--- src/rtl/core_pkg.sv ---
// Shared core definitions: word width, instruction type, fetch FSM states
// and the reset defaults used by the fetch stage.
package core_pkg;

  localparam int XLEN = 32;

  typedef logic [XLEN-1:0] instr_t;

  // Defaults for fetch_unit parameters: boot address and the addi x0,x0,0 filler.
  localparam logic [XLEN-1:0] RESET_PC_DEF  = 32'h0000_0000;
  localparam instr_t          NOP_INSTR_DEF = 32'h0000_0013;

  typedef enum logic [1:0] {
    BOOT = 2'd0,
    RUN  = 2'd1,
    HOLD = 2'd2
  } fetch_state_t;

endpackage

--- src/rtl/fetch_unit.sv ---
// Instruction fetch stage: owns the PC, drives the instruction-memory read
// port and hands words to decode over a valid/ready handshake. Because the
// memory holds its read data while imem_en=0, a stalled instruction simply
// stays on imem_data and no skid buffer is needed.
module fetch_unit
  import core_pkg::*;
#(
  parameter logic [XLEN-1:0] RESET_PC  = RESET_PC_DEF,
  parameter instr_t          NOP_INSTR = NOP_INSTR_DEF
) (
  input  logic            clk,
  input  logic            reset,
  output logic            imem_en,
  output logic [XLEN-1:0] imem_addr,
  input  instr_t          imem_data,
  input  logic            redirect_valid,
  input  logic [XLEN-1:0] redirect_pc,
  output logic            out_valid,
  input  logic            out_ready,
  output instr_t          out_instr,
  output logic [XLEN-1:0] out_pc
);

  localparam logic [XLEN-1:0] ALIGN_MASK = ~32'd3;

  logic [XLEN-1:0] pc_f_q, pc_f_d;       // next address to request
  logic [XLEN-1:0] pc_d_q, pc_d_d;       // address whose word is on imem_data
  logic            valid_d_q, valid_d_d; // imem_data holds a live word
  fetch_state_t    state_q, state_d;

  logic            stall;
  logic [XLEN-1:0] fetch_addr;

  // Request address, enable and decode-side outputs; reset forces the idle view.
  always_comb begin
    stall      = valid_d_q & ~out_ready;
    fetch_addr = redirect_valid ? (redirect_pc & ALIGN_MASK) : pc_f_q;
    imem_en    = ~reset & (redirect_valid | ~stall);
    imem_addr  = reset ? (RESET_PC & ALIGN_MASK) : fetch_addr;
    out_valid  = ~reset & valid_d_q & ~redirect_valid;
    out_instr  = out_valid ? imem_data : NOP_INSTR;
    out_pc     = reset ? (RESET_PC & ALIGN_MASK) : pc_d_q;
  end

  // PC advance: every enabled request moves the pipeline by one word (modular wrap).
  always_comb begin
    pc_f_d    = pc_f_q;
    pc_d_d    = pc_d_q;
    valid_d_d = valid_d_q;
    if (imem_en) begin
      pc_d_d    = imem_addr;
      pc_f_d    = imem_addr + 32'd4;
      valid_d_d = 1'b1;
    end
  end

  // FSM next state: BOOT issues the first fetch, HOLD tracks a decode stall.
  always_comb begin
    state_d = state_q;
    case (state_q)
      BOOT:    state_d = RUN;
      RUN:     if (stall && !redirect_valid) state_d = HOLD;
      HOLD:    if (out_ready || redirect_valid) state_d = RUN;
      default: state_d = BOOT;
    endcase
  end

  // State registers with synchronous active-high reset.
  always_ff @(posedge clk) begin
    if (reset) begin
      pc_f_q    <= RESET_PC & ALIGN_MASK;
      pc_d_q    <= RESET_PC & ALIGN_MASK;
      valid_d_q <= 1'b0;
      state_q   <= BOOT;
    end else begin
      pc_f_q    <= pc_f_d;
      pc_d_q    <= pc_d_d;
      valid_d_q <= valid_d_d;
      state_q   <= state_d;
    end
  end

endmodule

--- config.mk ---
export PLATFORM = sky130hd
export DESIGN_NAME = fetch_unit
export DESIGN_NICKNAME = d
export VERILOG_FILES = /design/src/rtl/core_pkg.sv /design/src/rtl/fetch_unit.sv
export SDC_FILE = /design/constraint.sdc
export NUM_CORES = 1
export LEC_CHECK = 0
export ABC_AREA = 0
export CAP_MARGIN = 40
export CORE_ASPECT_RATIO = 0.75
export CORE_MARGIN = 5
export CORE_UTILIZATION = 46
export DETAILED_ROUTE_END_ITERATION = 10
export PLACE_DENSITY = 0.86
export SLEW_MARGIN = 30
export SYNTH_ARGS = -nofsm -noshare
export SYNTH_HDL_FRONTEND = slang
export SYNTH_SLANG_ARGS = --single-unit
--- constraint.sdc ---
create_clock -name clk -period 6 [get_ports clk]
set_clock_uncertainty 0.2 [all_clocks]
set_input_delay 1.5 -clock clk [delete_from_list [all_inputs] [get_ports clk]]
set_output_delay 1.5 -clock clk [all_outputs]
set_load 0.005 [all_outputs]
==> impl_metrics.ini, run 1 <==
[run_status]
status = completed

[sta]
timing.fmax_mhz = 197
fin_crit_sh = 0.847
fin_crit_ps = 5080
fin_tns_setup_ps = 0
hold_viol_final = 0
setup_viol = 0
tightest_slew_ps = 763
drv_slew = 0
maxSlewHeadroom = 0.487
rsz0062_at_grt = no

[clock_tree]
post-cts-setup-buffer-count = 0
numCtsBuffers = 9
cts-root-buf = clkbuf_8
clkTransAtPathRegs_ps = 70
hold_buffers = 0
tritoncts = built
ctsResizeCount = 0
clk_latency_ps = 350
max-clock-path-buffers = 2
clock-sinks = 63
htreeDepth = 3

[pwr]
swShare = 0.265
pwr-share-seq = 0.406
combPwrFrac = 0.205
cellLeakagePower_nw = 2.15
power.internal_mw = 0.816
switchingPower_mw = 0.294
powerDensity_nw_per_um2 = 191
p_clk_frac = 0.388
ir_drop_mv = 0.165

[logic_synthesis]
syn-mean-instance-area_sq_um = 7.73
synth_commonest_cells = nand2_1, dfxtp_1, a21oi_1, nor2_1, nor2b_1
yosysMostFrequentCell = nand2_1
synth_nets = 564
synth-edff-count = 0
synthCells = 495
yosysTopAreaCell = dfxtp_1
yosysTopAreaCellShare = 0.330
yosys_warnings = 0
async_flop_share = 0
ys_seq_elements = 63
synth.distinct_cells = 42
yosysSeqAreaShare = 0.330
synth_area_leaders = dfxtp_1, mux2i_1, nand2_1
syn_area_sq_um = 3830
synthFlopType = dfxtp_1

[grt]
use_met2 = 0.390
grt_pass1_wl_microns = 20900
grt_util_all_layers = 0.260
first_global_vias = 3977
grt_max_degree = 89
busiest_layer = met2
use_met1 = 0.351
antenna_found_initial = 0
globalRouteMet3Util = 0.106
gr-total-overflow = 0

[critical_path]
path_buf_inv = 4
rrSetupSlack_ps = 3120
max_stage_delay_ps = 560
end_kind = primary output
cp.required_ps = 4300
cp_top_family = buffers and inverters
path_cells = buf_2 > buf_4 > mux2i_1 > or2_2 > inv_1 > clkdlybuf4s50_1
cpMaxStageDelayCell = clkdlybuf4s50_1
criticalPathCategory = in2out
cp_data_arrival_time_ps = 3380
crit_fanout = 23
cp-start-kind = primary input

[detailed_routing]
wl_per_cell_microns = 18.0
drt-total-wl_microns = 13700
vias_per_cell = 5.44
firstDrtPassIters = 6
initialDrtViolationCount = 398
drc = 0
vias = 4126
ant_nets = 0

[floorplanning]
boundaryPins = 166
start_util = 0.479
die_w_microns = 115
core-area_sq_um = 7990
rows = 28
dieArea_sq_um = 10300
die-height_microns = 89.0

[placed_design]
routabilityCongestion = 0.904
numPortBuffers = 163
placed_cell_area_sq_um = 5540
dp_cells = 741
hpwlAfterDp_microns = 10200

[min_path]
worstHoldPathType = reg2reg

[job]
max-cap-violations = 0

[layout]
multi_input_area_sq_um = 2390
fin_util = 0.726
diodes = 0
final-seq-area_sq_um = 1260
fill_cells = 608
num-nets-final = 717
syn_to_final_growth_pct = 51.5
design_area_sq_um = 5800
instances_no_fill = 758
drive_above_1_share = 0.0720
==> metrics by stage <==
| step | setup WS (ps) | power (mW) | hold WS (ps) |
|---|---|---|---|
| 3_5_place_dp | 950 | 0.681 | 239 |
| 5_1_grt | 830 | 1.15 | 270 |
| 6_report | 916 | 1.11 | 250 |
| 3_3_place_gp | 994 | 0.676 | 233 |
| 2_1_floorplan | 1500 | 0.561 | 227 |
| 4_1_cts | 943 | 1.11 | 249 |
==> layer usage <==
layer  wire, microns  vias up
li1                -     1990
met1            5710     1948
met2            6290      166
met3            1460       22
met4             204        0
met5               0        -
==> power by group through the flow <==
stage	Clock, mW	Combinational (mW)	Sequential (mW)
6_report	0.431	0.228	0.451
3_5_place_dp	0	0.222	0.460
2_1_floorplan	0	0.105	0.456
4_1_cts	0.434	0.225	0.450
3_3_place_gp	0	0.218	0.458
5_1_grt	0.455	0.246	0.453
==> area by class of cell <==
class / instances / share of cell area
clock buffers: 11 / 0.0261
clock inverters: 5 / 0.0138
inverters: 4 / 0.00259
multi-input cells: 392 / 0.412
flip-flops and latches: 63 / 0.217
well taps: 105 / 0.0227
repair buffers: 178 / 0.305
==> sequential cells by signal, indices dropped and copies added, names as in the netlist <==
name       cells
pc_d_q        30
valid_d_q      1
pc_f_q        32
==> kinds of logic after synthesis <==
logic type | Yosys count | share of synthesized area
flops | 63 | 0.330
compound gates | 96 | 0.155
xor+xnor | 25 | 0.0572
fa+ha+maj | 1 | 0.00327
mux | 31 | 0.0824
buf+inv | 40 | 0.0464
simple gates | 239 | 0.327
==> cells in the final DEF, fill, tap and decap left out, drive strengths merged, types with 2 or more instances in the layout <==
master and instances:
buf 17, a311oi 2, xnor2 20, nand4 2, dfxtp 63, mux2 4
a21o 3, nor4 7, nor3 8, nand3b 12, clkbuf 11, nand4b 3
mux2i 27, a211oi 8, clkdlybuf4s50 161, bufinv 2, or3 4, a22o 5
nand2b 3, nand3 20, inv 4, a21oi 50, and2 30, nor2b 37
nand2 72, or2 2, nor2 38, clkinvlp 2, xor2 5, o21ai 21
==> worst register-to-register path: stages (launching register included) <==
cell       delay, ps
dfxtp_1          340
mux2i_1          130
nor2_1           340
ha_1             280
nor4b_4          400
nand4_2          360
a2111oi_4        420
xnor2_1          120
a211oi_2         210
==> path summary, 6_finish.rpt <==
| kind | start | endpoint | depth (start not counted) |
|---|---|---|---|
| worst max-delay path | redirect_valid | imem_addr[22] | 6 |
| worst min-delay path | pc_d_q[19] | pc_d_q[19] | 2 |
| worst max register to register | pc_f_q[2] | pc_f_q[18] | 8 |
| worst min register to register | pc_d_q[19] | pc_d_q[19] | 2 |
No activity file was read; power rests on OpenSTA's default activity.
==> run 2, diff against run 1 <==
CORE_UTILIZATION = 43   (was 46)
PLACE_DENSITY = 0.81   (was 0.86)
clock period = 5.04 ns   (was 6 ns; I/O delays follow)
==> run 2 against run 1 <==
Routed wire length rose by 3.8%; non-clock buffer count rose by 9; register-to-register slack got worse by 920 ps; sequential power rose by 19%; utilization fell by 3.3 points; total power rose by 27%; sequential share of layout area fell by 0.50 points; sequential cell count did not move; clock-buffer cell count fell by 1; via count rose by 2.0%; critical path type unchanged.
==> impl_metrics.ini, run 2 (synthesized netlist as in run 1, its figures left out) <==
[sta]
hold_viol_final = 0
fin_crit_ps = 4630
tightest_slew_ps = 738
timing.fmax_mhz = 216
maxSlewHeadroom = 0.504
layout_setup_ws_ps = 412
rsz0062_at_grt = no
setup_viol = 0
fin_crit_sh = 0.918
fin_tns_setup_ps = 0
drv_slew = 0
hold_slack_ps = 247

[run_status]
status = completed

[clock_tree]
ctsResizeCount = 0
htreeDepth = 3
numCtsBuffers = 9
max-clock-path-buffers = 2
post-cts-setup-buffer-count = 0
clkTransAtPathRegs_ps = 60
tritoncts = built
cts-root-buf = clkbuf_16
clk_latency_ps = 330
hold_buffers = 0
clock-sinks = 63

[grt]
grt_max_degree = 65
antenna_found_initial = 0
grt_util_all_layers = 0.250
first_global_vias = 4017
grt_pass1_wl_microns = 22000
gr-total-overflow = 0

[pwr]
pwr-share-seq = 0.383
power.internal_mw = 1.02
combPwrFrac = 0.201
ir_drop_mv = 0.161
p_clk_frac = 0.417
switchingPower_mw = 0.383
powerDensity_nw_per_um2 = 237
cellLeakagePower_nw = 2.22
swShare = 0.273

[critical_path]
crit_fanout = 36
startpoint = redirect_valid
rr_startpoint = pc_f_q[2]
criticalPathCategory = in2out
cp-start-kind = primary input
cp_data_arrival_time_ps = 3170
end_kind = primary output
cp.required_ps = 3580

[layout]
regMostFlops = pc_f_q
fill_cells = 673
layout_commonest_cell = clkdlybuf4s50_1
num-nets-final = 726
multi_input_area_sq_um = 2390
layout_common_cells = clkdlybuf4s50_1, nand2_1, dfxtp_1, a21oi_1
reg_top3 = pc_f_q: 32 flops, pc_d_q: 30 flops, valid_d_q: 1 flops
final-seq-area_sq_um = 1260
diodes = 0
instances_no_fill = 770
drive_above_1_share = 0.0846
syn_to_final_growth_pct = 55.1
largest_reg_flops = 32

[placed_design]
routabilityCongestion = 0.894
hpwlAfterDp_microns = 10700
numPortBuffers = 163
pre_cts_ws_ps = 491
dp_cells = 754

[detailed_routing]
ant_nets = 0
firstDrtPassIters = 5
initialDrtViolationCount = 385
drc = 0
vias_per_cell = 5.47
vias = 4210
drt-total-wl_microns = 14200
wl_per_cell_microns = 18.4

[floorplanning]
die-height_microns = 91.7
start_util = 0.447
dieArea_sq_um = 10900
rows = 29
core-area_sq_um = 8560
die_w_microns = 119
boundaryPins = 166

[min_path]
min_from = pc_d_q[16]
worstHoldPathType = reg2reg

[job]
max-cap-violations = 0
run 2: cell count changes in the layout (fill, tap and decap cells not counted), sizes merged:
cell      delta
buf          +9
bufinv       -2
clkbuf       -1
clkinv       +1
clkinvlp     +1
inv          +1
run 2: final cells by class:
type                    instances  share of cell area
clock inverters                 6             0.00759
repair buffers                187               0.312
flip-flops and latches         63               0.212
inverters                       4             0.00253
multi-input cells             392               0.403
well taps                     108              0.0228
clock buffers                  10              0.0403
run 2: worst paths after layout:
| check | cells after the start | slack [ps] | endpoint |
|---|---|---|---|
| max | 5 | 410 | imem_addr[17] |
| min | 2 | 250 | pc_d_q[16] |
| max reg2reg | 8 | 2200 | pc_f_q[24] |
| min reg2reg | 2 | 250 | pc_d_q[16] |
run 2: metrics by stage:
step	utilization	total power [mW]	cell area, sq um
after floorplan	-	0.668	3830
after global placement	0.657	0.816	5620
after detailed placement	0.660	0.823	5650
after CTS	0.693	1.40	5940
after global routing	0.693	1.46	5940
final	0.693	1.40	5940
run 2: worst max-delay path, cell delays in order:
cell and delay (ps):
buf_2 430, buf_12 290, mux2i_1 480, nor2_1 200, clkdlybuf4s50_1 510
run 2: per-layer routing:
layer  track usage  vias up  routed length [microns]
met5             0        -                        0
met4        0.0357        0                       55
met3        0.0652        8                     1380
met2         0.363      208                     6200
met1         0.377     1979                     6540
li1              -     2015                        -
run 2: power groups by stage:
stage	logic (mW)	registers, mW	clock network (mW)
6_report	0.282	0.537	0.585
4_1_cts	0.279	0.537	0.589
3_3_place_gp	0.270	0.546	0
5_1_grt	0.302	0.540	0.614
2_1_floorplan	0.125	0.543	0
3_5_place_dp	0.276	0.547	0
==> run 3, diff against run 2 <==
SLEW_MARGIN = not set   (was 30)
==> results of run 3 <==
The final DEF is identical to that of run 2; final timing and power are the same.
